**config.mk**
```make
export PLATFORM = sky130hd
export DESIGN_NAME = hack_pc_sequencer
export DESIGN_NICKNAME = d
export VERILOG_FILES = /design/src/rtl/hack_ctrl_pkg.sv /design/src/rtl/hack_jump_eval.sv /design/src/rtl/hack_pc_sequencer.sv
export SDC_FILE = /design/constraint.sdc
export NUM_CORES = 1
export LEC_CHECK = 0
export ABC_AREA = 0
export ABC_CLOCK_PERIOD_IN_PS = 2450
export BUFFER_PORTS_ARGS = -buffer_cell sky130_fd_sc_hd__buf_2
export CORE_ASPECT_RATIO = 0.5
export CORE_MARGIN = 4
export CORE_UTILIZATION = 48
export DETAILED_ROUTE_END_ITERATION = 16
export PLACE_DENSITY = 0.88
export SLEW_MARGIN = 20
export SYNTH_ARGS = -nofsm -noshare
export SYNTH_HDL_FRONTEND = slang
export SYNTH_SLANG_ARGS = --single-unit
```
**constraint.sdc**
```tcl
create_clock -name clk -period 2.45 [get_ports clk]
set_input_delay 0.735 -clock clk [delete_from_list [all_inputs] [get_ports clk]]
set_output_delay 0.735 -clock clk [all_outputs]
set_load 0.02 [all_outputs]
```
**src/rtl/hack_ctrl_pkg.sv**
```systemverilog
// Shared state encoding and Hack instruction bit positions for the fetch/execute controller.
package hack_ctrl_pkg;

  typedef enum logic [2:0] {
    IDLE,
    FETCH,
    EXEC,
    MEM,
    UPDATE,
    HALT
  } state_t;

  localparam int unsigned C_BIT      = 15;
  localparam int unsigned A_BIT      = 12;
  localparam int unsigned DEST_M_BIT = 3;
  localparam int unsigned J_LT       = 2;
  localparam int unsigned J_EQ       = 1;
  localparam int unsigned J_GT       = 0;

endpackage

```
**src/rtl/hack_jump_eval.sv**
```systemverilog
// Jump condition for a Hack C-instruction from its jump field and the latched ALU flags.
module hack_jump_eval
  import hack_ctrl_pkg::*;
(
  input  logic       c_instr,
  input  logic [2:0] jbits,
  input  logic       zr,
  input  logic       ng,
  output logic       jump
);

  always_comb begin
    jump = c_instr & ((jbits[J_LT] & ng) |
                      (jbits[J_EQ] & zr) |
                      (jbits[J_GT] & ~ng & ~zr));
  end

endmodule

```
**src/rtl/hack_pc_sequencer.sv**
```systemverilog
// Multi-cycle fetch/execute controller for the Hack CPU: ROM fetch, M-operand access,
// jump evaluation and PC strobes, with a bus timeout and self-jump halt detection.
module hack_pc_sequencer
  import hack_ctrl_pkg::*;
#(
  parameter int unsigned WIDTH       = 16,
  parameter int unsigned TIMEOUT     = 255,
  parameter int unsigned HALT_DETECT = 1
) (
  input  logic             clk,
  input  logic             reset,
  input  logic             run_en,
  output logic             rom_req,
  input  logic             rom_ack,
  input  logic [WIDTH-1:0] rom_data,
  output logic             mem_req,
  output logic             mem_we,
  input  logic             mem_ack,
  input  logic [WIDTH-1:0] pc_value,
  input  logic [WIDTH-1:0] a_value,
  input  logic             zr,
  input  logic             ng,
  output logic [WIDTH-1:0] instr,
  output logic             exec_en,
  output logic             pc_load,
  output logic             pc_inc,
  output logic             halted,
  output logic             bus_err
);

  state_t     state, state_next;
  logic [7:0] tmo_cnt;
  logic       zr_q, ng_q;
  logic       jump;
  logic       needs_mem;
  logic       waiting;
  logic       tmo_hit;

  hack_jump_eval u_jump (
    .c_instr (instr[C_BIT]),
    .jbits   (instr[J_LT:J_GT]),
    .zr      (zr_q),
    .ng      (ng_q),
    .jump    (jump)
  );

  assign needs_mem = instr[C_BIT] & (instr[A_BIT] | instr[DEST_M_BIT]);
  // An ack arriving on the last allowed cycle still completes the access.
  assign waiting   = ((state == FETCH) & ~rom_ack) | ((state == MEM) & ~mem_ack);
  assign tmo_hit   = waiting & (tmo_cnt == 8'(TIMEOUT - 1));

  always_ff @(posedge clk) begin
    if (reset) state <= IDLE;
    else       state <= state_next;
  end

  always_comb begin
    state_next = state;
    case (state)
      IDLE:    if (run_en) state_next = FETCH;
      FETCH:   if (rom_ack) state_next = EXEC;
               else if (tmo_hit) state_next = HALT;
      EXEC:    state_next = needs_mem ? MEM : UPDATE;
      MEM:     if (mem_ack) state_next = UPDATE;
               else if (tmo_hit) state_next = HALT;
      UPDATE:  if ((HALT_DETECT != 0) && jump && (a_value == pc_value)) state_next = HALT;
               else if (run_en) state_next = FETCH;
               else state_next = IDLE;
      HALT:    state_next = HALT;
      default: state_next = IDLE;
    endcase
  end

  always_comb begin
    rom_req = 1'b0;
    mem_req = 1'b0;
    mem_we  = 1'b0;
    exec_en = 1'b0;
    pc_load = 1'b0;
    pc_inc  = 1'b0;
    halted  = 1'b0;
    case (state)
      FETCH:  rom_req = 1'b1;
      EXEC:   exec_en = 1'b1;
      MEM: begin
        mem_req = 1'b1;
        mem_we  = instr[DEST_M_BIT];
      end
      UPDATE: begin
        pc_load = jump;
        pc_inc  = ~jump;
      end
      HALT:   halted = 1'b1;
      default: ;
    endcase
  end

  always_ff @(posedge clk) begin
    if (reset) begin
      instr   <= '0;
      tmo_cnt <= '0;
      zr_q    <= 1'b0;
      ng_q    <= 1'b0;
      bus_err <= 1'b0;
    end else begin
      if ((state == FETCH) && rom_ack) instr <= rom_data;
      if (state == EXEC) begin
        zr_q <= zr;
        ng_q <= ng;
      end
      if ((state_next != state) && ((state_next == FETCH) || (state_next == MEM)))
        tmo_cnt <= '0;
      else if (waiting)
        tmo_cnt <= tmo_cnt + 8'd1;
      if (tmo_hit) bus_err <= 1'b1;
    end
  end

endmodule

```
==> Word level (Yosys, flattened, before mapping) <==
Index checks and enable logic that the tools add are counted.
{ "op_classes": {"n_lt_le_gt_ge": 0, "n_bitwise": 18, "eq_ne": 10, "reduce_logical": 6, "n_mul": 0, "shift": 0, "mux": 15, "add_sub_neg": 1, "div": 0} }
{ "op_table": {"columns": ["cell", "n"], "rows": [
  ["two-way mux 3 bit", 6],
  ["one-hot mux 3 bit (6 select lines)", 1],
  ["== test 16 bit", 1],
  ["AND 1 bit", 9],
  ["== test 3 x 2 -> 1 bit, second input constant", 3],
  ["adder 8 x 1 -> 8 bit, second input constant", 1],
  ["== test 8 bit, second input constant", 1],
  ["two-way mux 1 bit", 8],
  ["== test 3 x 1 -> 1 bit, second input constant", 2],
  ["== test 3 bit, second input constant", 2],
  ["NOT 1 bit", 5],
  ["OR 1 bit", 4],
  ["logical AND 1 bit", 3],
  ["zero test 3 bit", 1],
  ["inequality test 3 bit", 1],
  ["OR reduction 2 bit", 1],
  ["logical OR 1 bit", 1]
]} }
{ "totals": {"romBits": 0, "ram_bits": 0, "out_inout_bits": 24, "wordCells": 56, "ff_bits": 30, "mem_count": 0, "latch_bits": 0} }

==> Longest topological paths before layout <==
{ "depth": {"ltp_word": 12, "ltp_mapped": 7, "mapped_depth_nobuf": 7} }

==> Modules after synthesis <==
A second synthesis with hierarchy kept.
{ "unflattened": {"hier_cells": 179, "area_unflattened_um2": 1531.5} }
{ "modules_own_cells": {"columns": ["mod", "seq_area_each_um2", "area_each_um2", "n_inst", "cells_per_inst"], "rows": [
  ["hack_pc_sequencer", 600.6, 1507.7, 1, 176],
  ["hack_jump_eval", 0.0, 23.8, 1, 3]
]} }

==> Worst setup path after synthesis <==
Ideal clock, no wire load.
{ "synth_timing": {"path_type": "flip-flop to output port", "from": "register instr[0]", "to": "output pc_inc", "stages_incl_launch_ff": 4, "n_path_buf": 0, "t_required_ns": 1.715, "slack_ns": 0.553, "arrival_ns": 1.162, "path_cell_list": "dfxtp_1 -> nor3b_1 -> a221o_1 -> a21oi_1"} }
{ "synth_via": {"elab_chain_cells": 6} }
{ "synth_rtl": {"columns": ["element", "line_no", "source"], "rows": [
  ["start, declared", "hack_pc_sequencer.sv:23", "output logic [WIDTH-1:0] instr,"],
  ["start signal, assigned", "hack_pc_sequencer.sv:106", "if ((state == FETCH) && rom_ack) instr <= rom_data;"],
  ["AND 1 bit (2 in series)", "hack_jump_eval.sv:15", "(jbits[J_GT] & ~ng & ~zr));"],
  ["OR 1 bit", "hack_jump_eval.sv:14", "(jbits[J_EQ] & zr) |"],
  ["AND 1 bit", "hack_jump_eval.sv:13", "jump = c_instr & ((jbits[J_LT] & ng) |"],
  ["NOT 1 bit", "hack_pc_sequencer.sv:91", "pc_inc = ~jump;"],
  ["two-way mux 1 bit", "hack_pc_sequencer.sv:82", "case (state)"],
  ["end, declared", "hack_pc_sequencer.sv:26", "output logic pc_inc,"]
]} }
No other way between the ends.

==> Worst setup path in the final report <==
{ "layout_timing": {"from": "register state[1]", "to": "output exec_en"} }
{ "layout_via": {"elab_chain_cells": 2} }
{ "layout_rtl": {"columns": ["element", "line_no", "source"], "rows": [
  ["start, declared", "hack_pc_sequencer.sv:31", "state_t state, state_next;"],
  ["start signal, assigned", "hack_pc_sequencer.sv:54", "else state <= state_next;"],
  ["== test 3 x 2 -> 1 bit", "hack_pc_sequencer.sv:82", null],
  ["two-way mux 1 bit", "hack_pc_sequencer.sv:82", null],
  ["end, declared", "hack_pc_sequencer.sv:24", "output logic exec_en,"]
]} }
No other way between the ends.

==> run metrics <==
worst-skew pair later-pin latency=280 ps; Die X-Extent=88.0 um; WL final=4.16 mm; Initial DRT Pass Iterations=4; Synth Net Count=236; Post-synth EDFFs=0; Critical Path Sink=exec_en; GPL Wtd Cong=0.839; Slew Viols, Final=0; hold crit path type=flop to flop; Cell Rows=14; CTS Root Cell=clkbuf_8; CP Cell Sequence=nor3b_4 -> buf_2; Worst setup EP type=primary output; Synth Flop Type=dfxtp_1; Design Area, Final=2020 um^2; final hold violation count=0; # H-tree levels=2; vias in the first global route=1,438; port bufs=78; synthesized cell area=1540 um^2; Synth area leaders=dfxtp_1 (39%), xor2_1 (10%), nand2_1 (9.3%), a21oi_1 (6.8%), nor3_2 (4.6%); Worst EP arrival=1440 ps; RSZ-0062 raised after global routing=false; fraction of layout cells with a size suffix above 1=0.381; worst flop-to-flop path startpoint=state[1]; Core Area=3030 um^2; ANT nets after route=0; Synth Instances=179; Max IR drop VDD=0.269 mV; mux share of post-synthesis cell area=0.0130; clock sinks=30; area of placed instances=1930 um^2; CP Launch Type=flop; HPWL after DPL=2.98 mm; Hold Crit Start=instr[10]; Boundary Pins=79; initial DRC count=84; Compound-Gate Fraction of Synth Area=0.130; initial antenna violation count=0; GR Util All Layers=0.201; vias per inst=5.21; post-detailed-route wirelength per cell=14.0 um; slowest cell delay on critical path=500 ps; die area=4230 um^2; Synth top area share=0.391; Crit Path Max Fanout=9; Syn Area/Cell=8.59 um^2; critical path type=flop to primary output; post-synthesis simple-gate area fraction=0.285; largest family of logic cells by synthesized area=simple AND/OR/NAND/NOR gates; cts hold-fix bufs=0; fin crit share=0.887; hold slack=452 ps; Reg2Reg Capture Point=tmo_cnt[7]; Die H=48.0 um; post-placement worst setup slack=235 ps; Worst Max-Slew Pin Slew=667 ps; most frequent cells in the layout=buf_2 (78), nand2_1 (38), dfxtp_1 (30); Final min period=2170 ps; PnR worst setup slack=278 ps; maxcap violations=0; ys async rst share=0; total gr overflow=0; crit-path leading delay family=flip-flops; nets=313; total CTS buffers=5; area leader, netlist=dfxtp_1; Starting Density=0.507; setup TNS=0 ps; adder-cell share of the synthesized area=0.0163; Crit-path slowest cell=dfxtp_1; sequential fraction of the synthesis area=0.391; R2R cell count=4; Worst-path clk slew=60 ps; Pleak=0.911 nW; Slew HR=0.555; PwrDens=543 nW/um^2; first-pass GRT wire length=6.29 mm; Post-Synth XOR/XNOR Area=0.131; setup bufs post-CTS=0; R2R Setup Slk=560 ps; CTS tree=built; status=completed; synth unique cells=38; Buf/Inv on CP=1; Vias=1,548; #FFs+latches synth=30; most common cell after layout, fill and taps aside=buf_2; synthesis-to-layout area growth=31.7%; pin count of the biggest net entering global routing=29; Worst setup startpoint=state[1]; Data required, critical path=1710 ps; Post-CTS Resized=0; clock skew=3.18 ps; ANT cells=0; fmax=460 MHz; Crit path depth=2; synth warn=0; remaining routing DRC violations=0; clock tree buffer depth=2; Setup violations, final=0
-- area by class of cell --
cell class,instances,area (um^2)
fill,250,1010
multi-input combinational,139,885
sequential,30,601
timing repair buffer,78,390
clock buffer,7,86.3
tap,40,50.0
inverter,2,7.51
clock inverter,1,5.00
-- layer usage --
layer / global-route usage / up-vias / share of wire
met5: 0 / - / 0
met4: 0.0813 / 0 / 0.019
met2: 0.389 / 87 / 0.52
li1: - / 762 / -
met1: 0.210 / 689 / 0.37
met3: 0.0704 / 10 / 0.097
-- synth_stat cells (2+ instances only) --
library cell and n:
nand2_1 38, dfxtp_1 30, a21oi_1 21, xor2_1 18, nor2_1 11, nor3_2 7, xnor2_1 5, nand4_1 4
nor4_1 4, and3_1 3, buf_2 3, clkbuf_1 3, a21o_1 2, a31oi_1 2, ha_1 2, inv_1 2
mux2i_1 2, nand3_1 2
-- worst min-delay path by stage --
stage,end,depth (start not counted)
after floorplan,instr[15],2
after global placement,instr[8],2
after detailed placement,instr[8],2
after CTS,instr[8],2
after global routing,instr[4],2
final,instr[10],2
-- per-stage QoR --
stage               std cells  total power, mW   util
global placement          289            0.690  0.638
detailed placement        289            0.695  0.638
finish                    297             1.10  0.668
floorplan                 179            0.626      -
CTS                       297             1.10  0.668
global route              297             1.14  0.668
-- logic make-up (layout without fill, tap and decap cells) --
group / Yosys count / in the layout
DFF: 30 / 30
xor gates and xnor gates: 23 / 23
AOI/OAI and AO/OA: 31 / 31
adders and majority gates: 2 / 2
muxes: 2 / 2
buffers and inverters: 10 / 88
and+or+nand+nor: 81 / 81
-- state kept, by name, indices dropped and copies added, names as in the netlist --
name,flops
instr,16
zr_q,1
state,3
bus_err,1
tmo_cnt,8
ng_q,1
-- worst min-delay path: cells and delay by family (launching register included) --
family	cells	cell delay (ps)
DFF	1	310
and+or+nand+nor	1	50
AOI/OAI and AO/OA	1	50
-- where the power goes --
part	internal, mW	switching (mW)
Sequential	0.503	0.0138
Combinational	0.0744	0.0971
Clock	0.226	0.184
No activity file was read; power rests on OpenSTA's default activity.
